File: config.mk
export PLATFORM = sky130hd
export DESIGN_NAME = rr_stream_mux
export DESIGN_NICKNAME = d
export VERILOG_FILES = /design/src/rtl/rr_stream_mux_pkg.sv /design/src/rtl/rr_arbiter.sv /design/src/rtl/rr_stream_mux.sv
export SDC_FILE = /design/constraint.sdc
export NUM_CORES = 1
export LEC_CHECK = 0
export BUFFER_PORTS_ARGS = -buffer_cell sky130_fd_sc_hd__buf_4
export CAP_MARGIN = 20
export CORE_MARGIN = 2
export CORE_UTILIZATION = 45
export DETAILED_ROUTE_END_ITERATION = 16
export PLACE_DENSITY = 0.89
export SYNTH_ARGS = -nofsm -noshare
export SYNTH_HDL_FRONTEND = slang
export SYNTH_SLANG_ARGS = --single-unit
File: constraint.sdc
create_clock -name clk -period 5.5 [get_ports clk]
set_input_delay 0.55 -clock clk [delete_from_list [all_inputs] [get_ports clk]]
set_output_delay 0.55 -clock clk [all_outputs]
set_load 0.05 [all_outputs]
File: src/rtl/rr_stream_mux_pkg.sv
// Shared definitions for the round-robin stream multiplexer.
// MODE_SEL / MODE_RR encode the 'mode' input of rr_stream_mux.
package rr_stream_mux_pkg;
  localparam logic MODE_SEL = 1'b0;
  localparam logic MODE_RR  = 1'b1;
endpackage

File: src/rtl/rr_arbiter.sv
// Combinational round-robin arbiter.
// Ports:
//   req       - per-requester request vector
//   ptr       - index of the last granted requester (lowest priority now)
//   grant     - one-hot grant, all zero when nothing requests
//   grant_idx - encoded index of the granted requester (0 when no grant)
// The scan runs over {req, req & above_ptr}: the lower half holds only the
// requesters strictly above ptr, the upper half all requesters, so the first
// set bit found is the next requester after ptr with wrap at N-1 -> 0.
module rr_arbiter #(
  parameter  int N    = 4,
  localparam int SELW = $clog2(N)
) (
  input  logic [N-1:0]    req,
  input  logic [SELW-1:0] ptr,
  output logic [N-1:0]    grant,
  output logic [SELW-1:0] grant_idx
);

  logic [N-1:0]   above_ptr;
  logic [2*N-1:0] dbl_req;
  logic           found;

  always_comb begin
    above_ptr = '0;
    for (int i = 0; i < N; i++) begin
      above_ptr[i] = (SELW'(i) > ptr);
    end
    dbl_req = {req, req & above_ptr};
  end

  always_comb begin
    found     = 1'b0;
    grant_idx = '0;
    for (int j = 0; j < 2 * N; j++) begin
      if (!found && dbl_req[j]) begin
        found     = 1'b1;
        grant_idx = SELW'(j % N);
      end
    end
  end

  always_comb begin
    grant = '0;
    for (int i = 0; i < N; i++) begin
      grant[i] = found && (grant_idx == SELW'(i));
    end
  end

endmodule

File: src/rtl/rr_stream_mux.sv
// N-channel stream multiplexer with a single registered output slot.
// Ports:
//   clk, rst_n           - clock (rising edge), async active-low reset
//   mode                 - MODE_SEL: take channel 'sel'; MODE_RR: round-robin
//   sel                  - channel index for MODE_SEL (>= N grants nothing)
//   in_data / in_valid   - N input channels, channel i at [i*WIDTH +: WIDTH]
//   in_ready             - per-channel ready, at most one bit set
//   out_data / out_ch    - registered word and its source channel
//   out_valid/out_ready  - output slot handshake
// Handshake: a word moves across any valid/ready pair at the rising edge
// where both are high. Producers hold valid and data until accepted and do
// not derive valid from ready; in_ready may depend combinationally on
// in_valid and out_ready. The slot reloads in the same cycle it drains, so
// full throughput is one word per cycle.
module rr_stream_mux
  import rr_stream_mux_pkg::*;
#(
  parameter  int WIDTH = 8,
  parameter  int N     = 4,
  localparam int SELW  = $clog2(N)
) (
  input  logic               clk,
  input  logic               rst_n,
  input  logic               mode,
  input  logic [SELW-1:0]    sel,
  input  logic [N*WIDTH-1:0] in_data,
  input  logic [N-1:0]       in_valid,
  output logic [N-1:0]       in_ready,
  output logic [WIDTH-1:0]   out_data,
  output logic [SELW-1:0]    out_ch,
  output logic               out_valid,
  input  logic               out_ready
);

  logic [SELW-1:0]  ptr;
  logic [N-1:0]     rr_grant;
  logic [SELW-1:0]  rr_idx;
  logic [N-1:0]     sel_grant;
  logic [N-1:0]     grant;
  logic [SELW-1:0]  grant_idx;
  logic             load;
  logic             xfer;
  logic [WIDTH-1:0] mux_data;

  rr_arbiter #(.N(N)) u_arb (
    .req       (in_valid),
    .ptr       (ptr),
    .grant     (rr_grant),
    .grant_idx (rr_idx)
  );

  // Comparing sel against each legal index means an out-of-range sel
  // (possible when N is not a power of two) simply matches nothing.
  always_comb begin
    sel_grant = '0;
    for (int i = 0; i < N; i++) begin
      sel_grant[i] = (sel == SELW'(i)) && in_valid[i];
    end
  end

  always_comb begin
    if (mode == MODE_RR) begin
      grant     = rr_grant;
      grant_idx = rr_idx;
    end else begin
      grant     = sel_grant;
      grant_idx = sel;
    end
  end

  assign load     = !out_valid || out_ready;
  assign in_ready = load ? grant : '0;
  assign xfer     = |in_ready;

  always_comb begin
    mux_data = '0;
    for (int i = 0; i < N; i++) begin
      if (grant[i]) mux_data = in_data[i*WIDTH +: WIDTH];
    end
  end

  // ptr resets to N-1 so channel 0 has first priority after reset.
  always_ff @(posedge clk or negedge rst_n) begin
    if (!rst_n) begin
      out_data  <= '0;
      out_ch    <= '0;
      out_valid <= 1'b0;
      ptr       <= SELW'(N - 1);
    end else if (xfer) begin
      out_data  <= mux_data;
      out_ch    <= grant_idx;
      out_valid <= 1'b1;
      ptr       <= grant_idx;
    end else if (out_ready) begin
      out_valid <= 1'b0;
    end
  end

endmodule
Word level (Yosys, flattened, before mapping). Cells that the tools add are included.

Register bits after elaboration: 13. Latch bits: 0. Bits in writable memories: 0. ROM bits: 0. Bits of input ports: 42. Output and inout bits: 15. Word-level logic and storage cells: 67. Memories kept: 0.

Add/sub/neg operators: 0. $mul: 0. Div/mod/pow operators: 0. $lt $le $gt $ge: 4. Eq/ne operators: 6. Shifts and indexed selects: 0. Muxes and demuxes: 24. Bitwise operators: 1. Reduce and logical (&&, ||, !) cells: 28.

Operators with widths (number): $mux 8 (4); $logic_and 1x1->1 (15); $mux 2 (7); $mux 1 (11); $eq 2x2->1 const B (4); $logic_not 1->1 (8); $mux 4 (2); $and 4x4->4 (1); $eq 2x1->1 const B (2); $gt 1x2->1 const A (2); $gt 2x2->1 const A (2); $logic_not 2->1 (2); $reduce_or 4->1 (1); $reduce_bool 2->1 (1); $logic_or 1x1->1 (1).

Longest topological paths before layout. Gate-level depths: netlist of run 1.

Depth after elaboration: 31. Depth in mapped cells: 9. Gate-level depth less buffers: 7.

Modules after synthesis. Synthesis of run 1 repeated with hierarchy kept, for this count alone.

Cells, all modules: 109. Area total of the unflattened synthesis: 1017.2 µm².

By module, submodules not included: rr_stream_mux (times used 1, cells an instance 84, area each 860.8 µm², sequential area each 327.8 µm²); rr_arbiter (times used 1, cells an instance 25, area each 156.4 µm², sequential area each 0.0 µm²).

Worst setup path after synthesis of run 1. No wires, ideal clock.

Path kind: input to output. Start point: input in_valid[3]. End point: output in_ready[2]. Arrival time: 2068 ps. Data required time: 4950 ps. Path slack: 2882 ps. Stages: 4. Path buffers: 0. Cell sequence: nor2b_1 a222oi_1 a21oi_1 nor2_1.

Cells in the longest elaborated chain, start to end: 19. Elaborated cells on any way between the ends: 24. Those cells by class: eq/ne (1); mux (12); bitwise (1); reduce/logical (10).

Ends and longest elaborated chain: start, declared (RTL line rr_stream_mux.sv:27) `input logic [N-1:0] in_valid,`; $and 4x4->4 (RTL line rr_arbiter.sv:29) `dbl_req = {req, req & above_ptr};`; $logic_and 1x1->1 (RTL line rr_arbiter.sv:36) `if (!found && dbl_req[j]) begin`; $mux 1 (RTL line rr_arbiter.sv:36); $logic_not 1->1 (RTL line rr_arbiter.sv:36); $logic_and 1x1->1 (RTL line rr_arbiter.sv:36); $mux 1 (RTL line rr_arbiter.sv:36); $logic_not 1->1 (RTL line rr_arbiter.sv:36); $logic_and 1x1->1 (RTL line rr_arbiter.sv:36); [... 3 more ...]; $mux 1 (RTL line rr_arbiter.sv:36); $logic_not 1->1 (RTL line rr_arbiter.sv:36); $logic_and 1x1->1 (RTL line rr_arbiter.sv:36); $mux 2 (RTL line rr_arbiter.sv:36); $eq 2x2->1 (RTL line rr_arbiter.sv:46) `grant[i] = found && (grant_idx == SELW'(i));`; $logic_and 1x1->1 (*) (RTL line rr_arbiter.sv:46); $mux 4 (*) (RTL line rr_stream_mux.sv:62) `if (mode == MODE_RR) begin`; $mux 4 (*) (RTL line rr_stream_mux.sv:72) `assign in_ready = load ? grant : '0;`; end, declared (RTL line rr_stream_mux.sv:28) `output logic [N-1:0] in_ready,`.

Every way passes the cells marked *; elsewhere a longest branch is shown, timed or not.

Final worst setup path of run 1.
Start point: register ptr[1]. End point: output in_ready[0].

Cells in the longest elaborated chain, start to end: 28. Elaborated cells on any way between the ends: 38. Those cells by class: order compare (4); mux (17); bitwise (1); reduce/logical (16).

Ends and longest elaborated chain: start, declared (RTL line rr_stream_mux.sv:35) `logic [SELW-1:0] ptr;`; start signal, assigned (RTL line rr_stream_mux.sv:88) `ptr <= SELW'(N - 1);`; start signal, assigned (RTL line rr_stream_mux.sv:93) `ptr <= grant_idx;`; $gt 1x2->1 (RTL line rr_arbiter.sv:27) `above_ptr[i] = (SELW'(i) > ptr);`; $and 4x4->4 (*) (RTL line rr_arbiter.sv:29); $mux 1 (RTL line rr_arbiter.sv:36); $logic_not 1->1 (RTL line rr_arbiter.sv:36); $logic_and 1x1->1 (RTL line rr_arbiter.sv:36); $mux 1 (RTL line rr_arbiter.sv:36); $logic_not 1->1 (RTL line rr_arbiter.sv:36); $logic_and 1x1->1 (RTL line rr_arbiter.sv:36); [... 12 more ...]; $mux 1 (RTL line rr_arbiter.sv:36); $logic_not 1->1 (RTL line rr_arbiter.sv:36); $logic_and 1x1->1 (RTL line rr_arbiter.sv:36); $mux 2 (RTL line rr_arbiter.sv:36); $logic_not 2->1 (RTL line rr_arbiter.sv:46); $logic_and 1x1->1 (*) (RTL line rr_arbiter.sv:46); $mux 4 (*) (RTL line rr_stream_mux.sv:62); $mux 4 (*) (RTL line rr_stream_mux.sv:72).

Marks and branches as above.

==> tab_implementation.tex, run 1 <==
\begin{tabular}{lr}
\hline
Metric & Value \\
\hline
\multicolumn{2}{l}{\textbf{Power and ir drop}} \\
\quad PD cells & 509.1 mW/mm² \\
\quad Gate power share & 65.5\% \\
\quad Sequential power share & 26.2\% \\
\quad Largest vdd supply drop & 0.3611 mV \\
\quad PnR Total Power & 707.1 µW \\
\quad Clock Power Share & 8.4\% \\
\quad Internal power & 338.6 µW \\
\quad Sw Ratio & 52.12\% \\
\quad Leakage power & 0.0006860 µW \\
\quad Switching Power & 368.5 µW \\
\multicolumn{2}{l}{\textbf{Worst setup path}} \\
\quad Startpoint class of the critical path & flip-flop \\
\quad Arrival time of the worst setup path & 2310 ps \\
\quad Worst-path fanout max & 10 \\
\quad Critical path data required time & 4950 ps \\
\quad Crit path kind & flip-flop to output port \\
\quad Worst Setup End Kind & output port \\
\multicolumn{2}{l}{\textbf{Placement}} \\
\quad Final HPWL DP & 2.313 mm \\
\quad Placed cell count & 196 \\
\quad Port Buffer Count & 56 \\
\quad Routability-driven placement congestion ratio & 0.8701 \\
\quad Placed standard-cell area & 0.001363 mm² \\
\multicolumn{2}{l}{\textbf{CTS}} \\
\quad Master cell of the clock root buffer & sky130\_fd\_sc\_hd\_\_clkbuf\_4 \\
\quad Hold-fix buffers, CTS & 0 \\
\quad Clock Tree Buf Depth & 2 \\
\quad Clock-pin slew on the worst setup and hold paths & 80 ps \\
\quad Post-cts gate resize count & 0 \\
\quad Sinks on the clock net & 13 \\
\quad Clk\_lat worst skew & 270 ps \\
\quad Post-CTS Setup Repair Bufs & 0 \\
\quad Number of H-tree levels & 1 \\
\quad CTS buffer count & 3 \\
\quad TritonCTS clock tree & done \\
\multicolumn{2}{l}{\textbf{Routing}} \\
\quad Wirelength, routed & 2.938 mm \\
\quad Average via count per standard cell & 5.855 \\
\quad Final routed wire length divided by cell count & 14.69 µm \\
\quad Count of TritonRoute iterations in the first routing pass & 6 \\
\quad Number of vias in the routed layout & 1171 \\
\quad Top layer reached by signal wires & met4 \\
\quad Amount of wire on met2 after detailed routing & 1.472 mm \\
\quad Violation count after the first detailed-route iteration & 38 \\
\quad Remaining antenna violation count after routing & 0 \\
\quad Met3 Routed Length & 195 µm \\
\quad Routed length on met1 & 1.194 mm \\
\quad Post-route DRC & 0 \\
\multicolumn{2}{l}{\textbf{Logic synthesis}} \\
\quad Dominant cells by area after synthesis & sky130\_fd\_sc\_hd\_\_dfrtp\_1 30\%, sky130\_fd\_sc\_hd\_\_a21oi\_1 6.5\%, sky130\_fd\_sc\_hd\_\_o31ai\_1 6.5\%, sky130\_fd\_sc\_hd\_\_nand2b\_1 6.0\%, sky130\_fd\_sc\_hd\_\_o21ai\_0 5.9\% \\
\quad Netlist area before placement & 930.9 µm² \\
\quad Synth Warn \# & 0 \\
\quad Cells after Synth & 118 \\
\quad Synth unique cells & 32 \\
\quad Syn\_area\_per\_cell & 7.889 µm² \\
\quad Number of synthesized flops with an enable pin & 0 \\
\quad Cell types with the highest counts after synthesis & 12 x sky130\_fd\_sc\_hd\_\_a21oi\_1, 11 x sky130\_fd\_sc\_hd\_\_dfrtp\_1, 11 x sky130\_fd\_sc\_hd\_\_inv\_1, 11 x sky130\_fd\_sc\_hd\_\_o21ai\_0 \\
\quad Most used standard cell by instance count after synthesis & sky130\_fd\_sc\_hd\_\_a21oi\_1 \\
\quad Number of synthesized register bits & 13 \\
\quad Area fraction of the dominant cell type after synthesis & 29.57\% \\
\quad Synth area leader & sky130\_fd\_sc\_hd\_\_dfrtp\_1 \\
\quad Synth async-reset ratio & 100.0\% \\
\quad Sequential share of the synthesized area & 35.22\% \\
\quad Top flip-flop cell by instance count after synthesis & sky130\_fd\_sc\_hd\_\_dfrtp\_1 \\
\quad Net count after synthesis & 160 \\
\multicolumn{2}{l}{\textbf{Timing}} \\
\quad Worst Clk Skew & 2.154 ps \\
\quad Max Slew Vio Count & 0 \\
\quad Hold WS & 99.15 ps \\
\quad Slew of the pin with the lowest slew margin & 911.0 ps \\
\quad Final hold vios & 0 \\
\quad Min Clock Period, post-route & 2856 ps \\
\quad Setup repair after global routing missed its margin & no \\
\quad Peak Freq & 350.1 MHz \\
\quad Relative slew slack & 38.80\% \\
\quad Final TNS setup & 0 ps \\
\quad Final Setup Violations & 0 \\
\quad Final cycle utilization of the critical path & 51.93\% \\
\multicolumn{2}{l}{\textbf{Outcome}} \\
\quad Outcome & completed \\
\multicolumn{2}{l}{\textbf{Finish}} \\
\quad Final design area excluding fillers & 0.001389 mm² \\
\quad Count of non-filler cells in the finished layout & 200 \\
\quad Layout cells sized above 1 & 36.42\% \\
\quad Antenna fix cells & 0 \\
\quad Net count, final & 216 \\
\quad Synth-to-layout area growth & 49.19\% \\
\multicolumn{2}{l}{\textbf{Floorplan}} \\
\quad Initial standard-cell utilization of the core & 47.45\% \\
\quad CORE AREA & 0.001962 mm² \\
\quad Number of primary I/O pins & 57 \\
\quad Y dimension of the die & 49.48 µm \\
\quad Area of the die & 0.002448 mm² \\
\quad Width of the die & 49.48 µm \\
\quad Floorplan row count & 16 \\
\multicolumn{2}{l}{\textbf{Global routing}} \\
\quad Antenna violations before repair & 0 \\
\quad Pin count of the biggest net entering global routing & 14 \\
\quad Tot GR Track Use & 25.18\% \\
\quad Congestion Overflow GR & 0 \\
\quad Wire length of the first global-routing pass & 4.712 mm \\
\quad Vias in the first global route & 1121 \\
\multicolumn{2}{l}{\textbf{Job}} \\
\quad \# Max-Cap Violations & 0 \\
\multicolumn{2}{l}{\textbf{Hold path}} \\
\quad HP Class & input port to asynchronous set/reset pin \\
\hline
\end{tabular}
## stage by stage
step                worst slack, ps  util, %
finish                         2644    70.79
detailed placement             2736    69.45
global route                   2450    70.79
global placement               2880    69.45
CTS                            2634    70.79
floorplan                      2882        -
## worst paths after layout
path / startpoint / endpoint / slack [ps] / depth (start not counted)
min in group clk: out_ch[0] / out_ch[0] / 490 / 1
max reg2reg: ptr[1] / out_data[1] / 2860 / 6
max in group asynchronous: rst_n / ptr[0] / 5170 / 1
max: ptr[1] / in_ready[0] / 2640 / 6
min: rst_n / out_data[7] / 100 / 1
min reg2reg: out_ch[0] / out_ch[0] / 490 / 1
## power by group through the flow
stage	Sequential, µW	Clock, µW	Combinational [µW]
2_1_floorplan	303	0	206
3_3_place_gp	186	0	452
3_5_place_dp	185	0	463
4_1_cts	184	59.8	465
5_1_grt	193	64.1	493
6_report	185	59.1	463
## critical path: stages (launching register included)
cell,delay (ps)
sky130_fd_sc_hd__dfstp_2,630
sky130_fd_sc_hd__nor2_1,100
sky130_fd_sc_hd__a222oi_1,310
sky130_fd_sc_hd__nor2_1,130
sky130_fd_sc_hd__a22oi_1,560
sky130_fd_sc_hd__nor2_1,80
sky130_fd_sc_hd__buf_4,210
## routing by layer
layer	vias to the layer above	track usage, %
li1	550	-
met1	550	29.79
met2	61	43.69
met3	10	4.242
met4	0	12.96
met5	-	0
## layout make-up
type | instances | area, µm²
tap | 27 | 33.78
fill | 179 | 573.1
inverter | 11 | 41.29
clock buffer | 4 | 26.28
multi-input combinational | 88 | 531.8
sequential | 13 | 327.8
timing repair buffer | 57 | 427.9
## state kept, by name, indices dropped and copies added, names as in the netlist
name / count
out_data: 8
out_ch: 2
ptr: 2
out_valid: 1
## placed cells by master (no fill, tap or decap)
cell	synthesis	layout
sky130_fd_sc_hd__a31oi_1	3	3
sky130_fd_sc_hd__a222oi_1	2	2
sky130_fd_sc_hd__buf_4	1	57
sky130_fd_sc_hd__nor2b_1	4	4
sky130_fd_sc_hd__clkbuf_1	1	1
sky130_fd_sc_hd__o22ai_1	7	7
sky130_fd_sc_hd__nand2_1	4	4
sky130_fd_sc_hd__a21oi_1	12	12
sky130_fd_sc_hd__a22oi_1	1	1
sky130_fd_sc_hd__nand2b_1	9	9
sky130_fd_sc_hd__o21ai_0	11	11
sky130_fd_sc_hd__nand3_1	1	1
sky130_fd_sc_hd__dfstp_2	2	2
sky130_fd_sc_hd__nor3_1	3	3
sky130_fd_sc_hd__nor4b_1	1	1
sky130_fd_sc_hd__o21ai_1	1	1
sky130_fd_sc_hd__dfrtp_1	11	11
sky130_fd_sc_hd__clkbuf_4	0	3
sky130_fd_sc_hd__o22a_1	1	1
sky130_fd_sc_hd__and4b_1	1	1
sky130_fd_sc_hd__o211ai_1	1	1
sky130_fd_sc_hd__or2_2	1	1
sky130_fd_sc_hd__a21o_1	3	3
sky130_fd_sc_hd__o2111a_1	1	1
sky130_fd_sc_hd__inv_1	11	11
sky130_fd_sc_hd__o2bb2ai_1	2	2
sky130_fd_sc_hd__mux2i_1	1	1
sky130_fd_sc_hd__nor2_1	9	9
sky130_fd_sc_hd__o31ai_1	8	8
sky130_fd_sc_hd__o311ai_1	1	1
## kinds of logic (layout without fill, tap and decap cells)
logic type	count (synthesis)	in the layout	share of synthesized area, %
muxes	1	1	1.075
DFF	13	13	35.21
and+or+nand+nor	33	33	18.82
buffers and inverters	17	72	7.660
AOI/OAI and AO/OA	54	54	37.23
Power figures use the tool's default switching activity.
==> run 2: changes to the inputs <==
CORE_UTILIZATION = 38   (was 45)
PLACE_DENSITY = 0.81   (was 0.89)
clock period = 2.4 ns   (was 5.5 ns; I/O delays follow)
==> run 2 against run 1 <==
Effect of this change:
- power up 150%
- via count increased by 1.5%
- worst setup slack lost 2600 ps
- final cell count is 7.0% higher
- clock power is 130% higher
- count of clock-buffer cells in the layout stayed put
- register-to-register slack worse by 2800 ps
- combinational power increased to 2.6 times the previous value
- sequential power rose by 130%
- clock skew rose by 7.9 ps
==> tab_implementation.tex, run 2 (same netlist as run 1, synthesis figures left out) <==
\begin{tabular}{lr}
\hline
Metric & Value \\
\hline
\multicolumn{2}{l}{\textbf{CTS}} \\
\quad Sinks on the clock net & 13 (unchanged) \\
\quad Number of H-tree levels & 1 (unchanged) \\
\quad Clock-pin slew on the worst setup and hold paths & 80 ps (about the same) \\
\quad TritonCTS clock tree & done \\
\quad CTS buffer count & 3 (unchanged) \\
\quad Master cell of the clock root buffer & sky130\_fd\_sc\_hd\_\_clkbuf\_4 \\
\quad Clock Tree Buf Depth & 2 (unchanged) \\
\quad Clk\_lat worst skew & 270 ps (about the same) \\
\multicolumn{2}{l}{\textbf{Routing}} \\
\quad Final routed wire length divided by cell count & 14.44 µm (-1.7\%) \\
\quad Remaining antenna violation count after routing & 0 (unchanged) \\
\quad Count of TritonRoute iterations in the first routing pass & 4 (-2) \\
\quad Violation count after the first detailed-route iteration & 31 (-18\%) \\
\quad Average via count per standard cell & 5.551 (-5.2\%) \\
\quad Post-route DRC & 0 (unchanged) \\
\quad Wirelength, routed & 3.090 mm (+5.2\%) \\
\quad Number of vias in the routed layout & 1188 (+1.5\%) \\
\multicolumn{2}{l}{\textbf{Global routing}} \\
\quad Tot GR Track Use & 21.33\% (-3.9 points) \\
\quad Wire length of the first global-routing pass & 4.353 mm (-7.6\%) \\
\quad Antenna violations before repair & 0 (unchanged) \\
\quad Congestion Overflow GR & 0 (unchanged) \\
\quad Vias in the first global route & 1012 (-9.7\%) \\
\quad Pin count of the biggest net entering global routing & 14 (unchanged) \\
\multicolumn{2}{l}{\textbf{Worst setup path}} \\
\quad Worst Setup End Kind & flip-flop \\
\quad Arrival time of the worst setup path & 2500 ps (+190 ps) \\
\quad Crit path kind & flip-flop to flip-flop \\
\quad Setup slack of the worst register-to-register path & 60 ps (-2800 ps) \\
\quad Worst-path fanout max & 11 (+1) \\
\quad Startpoint class of the critical path & flip-flop \\
\quad Launching instance or port of the critical path & ptr[1] \\
\quad Critical path data required time & 2560 ps (-2390 ps) \\
\quad R2R Path Start & ptr[1] \\
\multicolumn{2}{l}{\textbf{Finish}} \\
\quad Largest registers in the final layout & out\_data: 8 flops, out\_ch: 2 flops, ptr: 2 flops \\
\quad Synth-to-layout area growth & 63.31\% \\
\quad Storage element area & 327.8 µm² (unchanged) \\
\quad Area of the multi-input gates & 560.5 µm² (+5.4\%) \\
\quad Most flops, register & out\_data \\
\quad Flip-flop count of the largest register after layout & 8 (unchanged) \\
\quad Final-layout fill cell count & 184 (+2.8\%) \\
\quad Most common library cell in the layout ignoring fill and taps & sky130\_fd\_sc\_hd\_\_buf\_4 \\
\quad Core occupancy in the finished layout & 67.43\% (-3.4 points) \\
\quad Count of non-filler cells in the finished layout & 214 (+7.0\%) \\
\quad Layout cells sized above 1 & 43.01\% (+6.6 points) \\
\quad Antenna fix cells & 0 (unchanged) \\
\quad Highest-count cells in the layout ignoring fill and taps & 67 x sky130\_fd\_sc\_hd\_\_buf\_4, 11 x sky130\_fd\_sc\_hd\_\_inv\_1, 11 x sky130\_fd\_sc\_hd\_\_a21oi\_1, 11 x sky130\_fd\_sc\_hd\_\_dfrtp\_1, 10 x sky130\_fd\_sc\_hd\_\_o21ai\_0 \\
\quad Net count, final & 229 (+6.0\%) \\
\multicolumn{2}{l}{\textbf{Placement}} \\
\quad Port Buffer Count & 56 (unchanged) \\
\quad Placed cell count & 201 (+2.6\%) \\
\quad Final HPWL DP & 2.197 mm (-5.0\%) \\
\quad Routability-driven placement congestion ratio & 0.8149 (-6.3\%) \\
\multicolumn{2}{l}{\textbf{Timing}} \\
\quad Final cycle utilization of the critical path & 97.52\% \\
\quad Relative slew slack & 47.24\% (+8.4 points) \\
\quad Final hold vios & 0 (unchanged) \\
\quad Min Clock Period, post-route & 2340 ps \\
\quad Final Setup Violations & 0 (unchanged) \\
\quad Peak Freq & 427.3 MHz \\
\quad Worst Clk Skew & 10.05 ps (+7.893 ps) \\
\quad Setup repair after global routing missed its margin & yes \\
\quad Max Slew Vio Count & 0 (unchanged) \\
\quad Slew of the pin with the lowest slew margin & 789.8 ps (-121.2 ps) \\
\multicolumn{2}{l}{\textbf{Power and ir drop}} \\
\quad Largest vdd supply drop & 0.7007 mV (+94\%) \\
\quad Leakage power & 0.0007475 µW (+9.0\%) \\
\quad PD cells & 1150 mW/mm² (+130\%) \\
\multicolumn{2}{l}{\textbf{Floorplan}} \\
\quad Number of primary I/O pins & 57 (unchanged) \\
\quad CORE AREA & 0.002255 mm² (+15\%) \\
\quad Area of the die & 0.002862 mm² (+17\%) \\
\quad Floorplan row count & 17 (+1) \\
\quad Width of the die & 53.50 µm (+8.1\%) \\
\quad Y dimension of the die & 53.50 µm (+8.1\%) \\
\quad Initial standard-cell utilization of the core & 41.29\% (-6.2 points) \\
\multicolumn{2}{l}{\textbf{Hold path}} \\
\quad HP Class & input port to flip-flop \\
\quad Hold path startpoint & in\_data[14] \\
\multicolumn{2}{l}{\textbf{Job}} \\
\quad \# Max-Cap Violations & 0 (unchanged) \\
\multicolumn{2}{l}{\textbf{Outcome}} \\
\quad Outcome & completed \\
\hline
\end{tabular}
run 2: power by group:
part,switching [µW],internal [µW]
Clock,68.3,64.3
Combinational,738,460
Sequential,79.8,339
run 2: cell type report:
class / instances / share of cell area (%)
sequential: 13 / 21.56
multi-input combinational: 88 / 36.87
inverter: 11 / 2.716
timing repair buffer: 70 / 34.81
clock buffer: 4 / 1.728
tap: 28 / 2.305
run 2: repair_timing:
action / in CTS / in global routing
endpoints found under the setup margin: 12 / 14
pin swaps: 0 / 3
setup buffers: 0 / 9
endpoints found under the hold margin: 11 / 0
cloned: 0 / 0
resized for setup: 2 / 6
hold buffers: 1 / 0
run 2: routing by layer:
layer / GRT usage [%] / vias up / part of all wire, %
li1: - / 580 / -
met1: 26.40 / 546 / 42
met2: 37.04 / 56 / 50
met3: 4.802 / 6 / 7.1
met4: 5.128 / 0 / 0.87
met5: 0 / - / 0
run 2: worst max-delay path: stages, from the launching register on:
cell and delay (ps):
sky130_fd_sc_hd__dfstp_2 590, sky130_fd_sc_hd__o21ai_1 80, sky130_fd_sc_hd__a222oi_1 450, sky130_fd_sc_hd__a21oi_1 190, sky130_fd_sc_hd__a31oi_4 340, sky130_fd_sc_hd__inv_1 240
sky130_fd_sc_hd__o31ai_1 320
run 2: path summary, 6_finish.rpt:
kind                               endpoint  depth (start not counted)
worst max register to register  out_data[2]                          6
worst min register to register  out_data[3]                          2
max in group asynchronous            ptr[0]                          2
worst max-delay path            out_data[2]                          6
min in group asynchronous       out_data[0]                          2
worst min-delay path            out_data[6]                          3
run 2: per-stage QoR:
step | cell area (µm²) | worst slack [ps] | TNS, ps | total power, µW | hold slack, ps
4_1_cts | 1441 | 7.716 | 0 | 1653 | 295.2
5_1_grt | 1520 | -76.97 | -295.9 | 1852 | 302.0
6_report | 1520 | 59.63 | 0 | 1749 | 299.4
3_5_place_dp | 1394 | -142.3 | -829.3 | 1507 | 91.57
2_1_floorplan | 930.9 | 111.7 | 0 | 1168 | -55.59
3_3_place_gp | 1394 | -1.611 | -1.611 | 1488 | 90.56
==> run 3: changes to the inputs <==
--- a/config.mk
+++ b/config.mk
@@ -10,5 +10,6 @@
 export CORE_MARGIN = 2
-export CORE_UTILIZATION = 38
+export CORE_UTILIZATION = 40
+export CTS_BUF_LIST = sky130_fd_sc_hd__clkbuf_8
 export DETAILED_ROUTE_END_ITERATION = 16
-export PLACE_DENSITY = 0.81
+export PLACE_DENSITY = 0.84
 export SYNTH_ARGS = -nofsm -noshare
--- a/constraint.sdc
+++ b/constraint.sdc
@@ -3,2 +3,2 @@
 set_output_delay 0.24 -clock clk [all_outputs]
-set_load 0.05 [all_outputs]
+set_load 0.1 [all_outputs]
==> run 3 against run 2 <==
Effect of this change:
- final cell count is 3.7% lower
- sequential cell count stayed put
- clock skew is 7.5 ps lower
- largest power group unchanged
==> tab_implementation.tex, run 3 (same netlist as run 1, synthesis figures left out) <==
\begin{tabular}{lr}
\hline
Metric & Value \\
\hline
\multicolumn{2}{l}{\textbf{Timing}} \\
\quad Final Setup Violations & 0 (unchanged) \\
\quad Worst Clk Skew & 2.519 ps (-7.529 ps) \\
\quad Final TNS setup & 0 ps (unchanged) \\
\quad Slew of the pin with the lowest slew margin & 711.4 ps (-78.44 ps) \\
\quad Hold WS & 330.0 ps (+30.58 ps) \\
\quad Max Slew Vio Count & 0 (unchanged) \\
\quad Relative slew slack & 52.48\% (+5.2 points) \\
\quad Setup repair after global routing missed its margin & no \\
\quad Peak Freq & 431.7 MHz (+1.0\%) \\
\quad Final cycle utilization of the critical path & 96.53\% (-0.99 points) \\
\quad Final hold vios & 0 (unchanged) \\
\quad Final worst setup slack & 83.31 ps (+23.67 ps) \\
\quad Min Clock Period, post-route & 2317 ps (-23.67 ps) \\
\multicolumn{2}{l}{\textbf{Worst setup path}} \\
\quad Reg2reg end & out\_data[6] \\
\quad CP top delay family & compound AO/OA/AOI/OAI gates \\
\quad Maximum cell stage delay along the critical path & 620 ps (+30 ps) \\
\quad Arrival time of the worst setup path & 2080 ps (-420 ps) \\
\quad Most used cell, CP & sky130\_fd\_sc\_hd\_\_nor2\_1 \\
\quad Crit path kind & flip-flop to output port \\
\quad Critical path data required time & 2160 ps (-400 ps) \\
\quad Setup slack of the worst register-to-register path & 200 ps (+140 ps) \\
\quad Worst-path fanout max & 10 (-1) \\
\quad Worst Setup End Kind & output port \\
\quad Number of cells on the worst reg-to-reg path & 7 (+1) \\
\quad R2R Path Start & ptr[1] \\
\quad Number of buffer and inverter stages on the critical path & 1 (unchanged) \\
\quad Worst-path cell chain & nor2\_1 -> a222oi\_1 -> nor2\_1 -> a22oi\_2 -> nor2\_2 -> buf\_6 \\
\quad Startpoint class of the critical path & flip-flop \\
\quad Slowest library cell on the worst path & sky130\_fd\_sc\_hd\_\_dfstp\_2 \\
\multicolumn{2}{l}{\textbf{Global routing}} \\
\quad Antenna violations before repair & 0 (unchanged) \\
\quad Congestion Overflow GR & 0 (unchanged) \\
\quad Tot GR Track Use & 23.77\% (+2.4 points) \\
\quad Wire length of the first global-routing pass & 4.788 mm (+10\%) \\
\quad Pin count of the biggest net entering global routing & 14 (unchanged) \\
\quad Vias in the first global route & 1089 (+7.6\%) \\
\multicolumn{2}{l}{\textbf{Power and ir drop}} \\
\quad Internal power & 860.4 µW (-0.30\%) \\
\quad Leakage power & 0.0007212 µW (-3.5\%) \\
\quad Gate power share & 71.3\% (+2.8 points) \\
\quad PD cells & 1441 mW/mm² (+25\%) \\
\quad Sw Ratio & 59.34\% (+8.7 points) \\
\quad Clock Power Share & 8.8\% (+1.2 points) \\
\quad Largest vdd supply drop & 1.247 mV (+78\%) \\
\quad Switching Power & 1256 µW (+42\%) \\
\quad Sequential power share & 19.9\% (-4.0 points) \\
\quad PnR Total Power & 2116 µW (+21\%) \\
\multicolumn{2}{l}{\textbf{Finish}} \\
\quad Layout cells sized above 1 & 40.45\% (-2.6 points) \\
\quad Flip-flop count of the largest register after layout & 8 (unchanged) \\
\quad Most flops, register & out\_data \\
\quad Antenna fix cells & 0 (unchanged) \\
\quad Most common library cell in the layout ignoring fill and taps & sky130\_fd\_sc\_hd\_\_buf\_4 \\
\quad Area of the multi-input gates & 548.0 µm² (-2.2\%) \\
\quad Synth-to-layout area growth & 57.80\% \\
\quad Storage element area & 327.8 µm² (unchanged) \\
\quad Largest registers in the final layout & out\_data: 8 flops, out\_ch: 2 flops, ptr: 2 flops \\
\quad Net count, final & 221 (-3.5\%) \\
\quad Highest-count cells in the layout ignoring fill and taps & 60 x sky130\_fd\_sc\_hd\_\_buf\_4, 12 x sky130\_fd\_sc\_hd\_\_a21oi\_1, 11 x sky130\_fd\_sc\_hd\_\_inv\_1, 11 x sky130\_fd\_sc\_hd\_\_o21ai\_0, 11 x sky130\_fd\_sc\_hd\_\_dfrtp\_1 \\
\quad Final-layout fill cell count & 191 (+3.8\%) \\
\multicolumn{2}{l}{\textbf{Job}} \\
\quad \# Max-Cap Violations & 0 (unchanged) \\
\multicolumn{2}{l}{\textbf{CTS}} \\
\quad TritonCTS clock tree & done \\
\quad CTS buffer count & 3 (unchanged) \\
\quad Clock Tree Buf Depth & 2 (unchanged) \\
\quad Master cell of the clock root buffer & sky130\_fd\_sc\_hd\_\_clkbuf\_8 \\
\quad Sinks on the clock net & 13 (unchanged) \\
\quad Clk\_lat worst skew & 240 ps (-30 ps) \\
\quad Number of H-tree levels & 1 (unchanged) \\
\quad Clock-pin slew on the worst setup and hold paths & 50 ps (-30 ps) \\
\multicolumn{2}{l}{\textbf{Hold path}} \\
\quad Number of cells on the worst hold path & 3 (unchanged) \\
\quad Min-Delay Endpoint & out\_data[1] \\
\quad HP Class & input port to flip-flop \\
\quad Hold path startpoint & in\_data[25] \\
\multicolumn{2}{l}{\textbf{Routing}} \\
\quad Wirelength, routed & 3.049 mm (-1.3\%) \\
\quad Remaining antenna violation count after routing & 0 (unchanged) \\
\quad Final routed wire length divided by cell count & 14.80 µm (+2.5\%) \\
\quad Number of vias in the routed layout & 1164 (-2.0\%) \\
\quad Count of TritonRoute iterations in the first routing pass & 4 (unchanged) \\
\quad Violation count after the first detailed-route iteration & 30 (-3.2\%) \\
\quad Average via count per standard cell & 5.650 (+1.8\%) \\
\quad Post-route DRC & 0 (unchanged) \\
\multicolumn{2}{l}{\textbf{Floorplan}} \\
\quad Width of the die & 52.24 µm (-2.3\%) \\
\quad Floorplan row count & 17 (unchanged) \\
\quad Initial standard-cell utilization of the core & 42.08\% (+0.79 points) \\
\quad CORE AREA & 0.002212 mm² (-1.9\%) \\
\quad Number of primary I/O pins & 57 (unchanged) \\
\quad Y dimension of the die & 52.24 µm (-2.3\%) \\
\quad Area of the die & 0.002729 mm² (-4.6\%) \\
\multicolumn{2}{l}{\textbf{Placement}} \\
\quad Port Buffer Count & 56 (unchanged) \\
\quad Final HPWL DP & 2.334 mm (+6.2\%) \\
\quad Routability-driven placement congestion ratio & 0.8291 (+1.7\%) \\
\quad Worst slack after detailed placement & -36.11 ps (+106.2 ps) \\
\multicolumn{2}{l}{\textbf{Outcome}} \\
\quad Outcome & completed \\
\hline
\end{tabular}
==> run 3: cell count changes in the layout (fill, tap and decap cells not counted), sizes merged <==
cell and delta:
buf -7, inv +1, clkbuf -2
==> run 3: worst max-delay path by stage <==
stage	from	end	slack (ps)	depth (start not counted)
after floorplan	ptr[1]	in_ready[3]	-320	7
after global placement	ptr[1]	out_data[7]	120	7
after detailed placement	ptr[1]	out_data[6]	-40	6
after CTS	ptr[1]	in_ready[0]	50	6
after global routing	ptr[1]	in_ready[0]	10	6
final	ptr[1]	in_ready[0]	80	6
==> run 3: worst min-delay path, delay by kind of cell <==
kind | cells | cell delay [ps]
AO/OA/AOI/OAI | 2 | 180
buffers and inverters | 1 | 110
==> run 3: timing repair <==
action,CTS,global route
endpoints found under the setup margin,8,3
gates cloned,0,0
pin swaps,1,1
hold buffers,1,0
buffers inserted,1,0
endpoints found under the hold margin,11,0
gates resized for setup,2,2
==> run 3: metal layers <==
layer	wire (µm)	part of all wire, %	vias up	GRT usage [%]
li1	-	-	554	-
met1	1162	38	532	29.29
met5	0	0	-	0
met3	301	9.9	4	3.429
met2	1554	51	74	41.56
met4	30	0.98	0	9.402
==> run 3: final cells by class <==
type	instances	share of cell area, %
multi-input cells	88	37.31
repair buffers	62	32.11
flip-flops and latches	13	22.32
clock buffers	3	2.811
inverters	11	2.811
well taps	28	2.385
clock inverters	1	0.2555
==> run 3: stage by stage <==
step,util [%],std cells,area [µm²]
2_1_floorplan,-,118,935.9
3_3_place_gp,62.90,200,1391
3_5_place_dp,62.90,200,1391
4_1_cts,66.23,206,1465
5_1_grt,66.40,206,1469
6_report,66.40,206,1469
==> run 3: power groups by stage <==
| stage | Combinational (µW) | Sequential [µW] | Clock [µW] |
|---|---|---|---|
| 2_1_floorplan | 535 | 1020 | 0 |
| 3_3_place_gp | 1450 | 418 | 0 |
| 3_5_place_dp | 1480 | 421 | 0 |
| 4_1_cts | 1500 | 421 | 190 |
| 5_1_grt | 1580 | 437 | 196 |
| 6_report | 1510 | 422 | 186 |
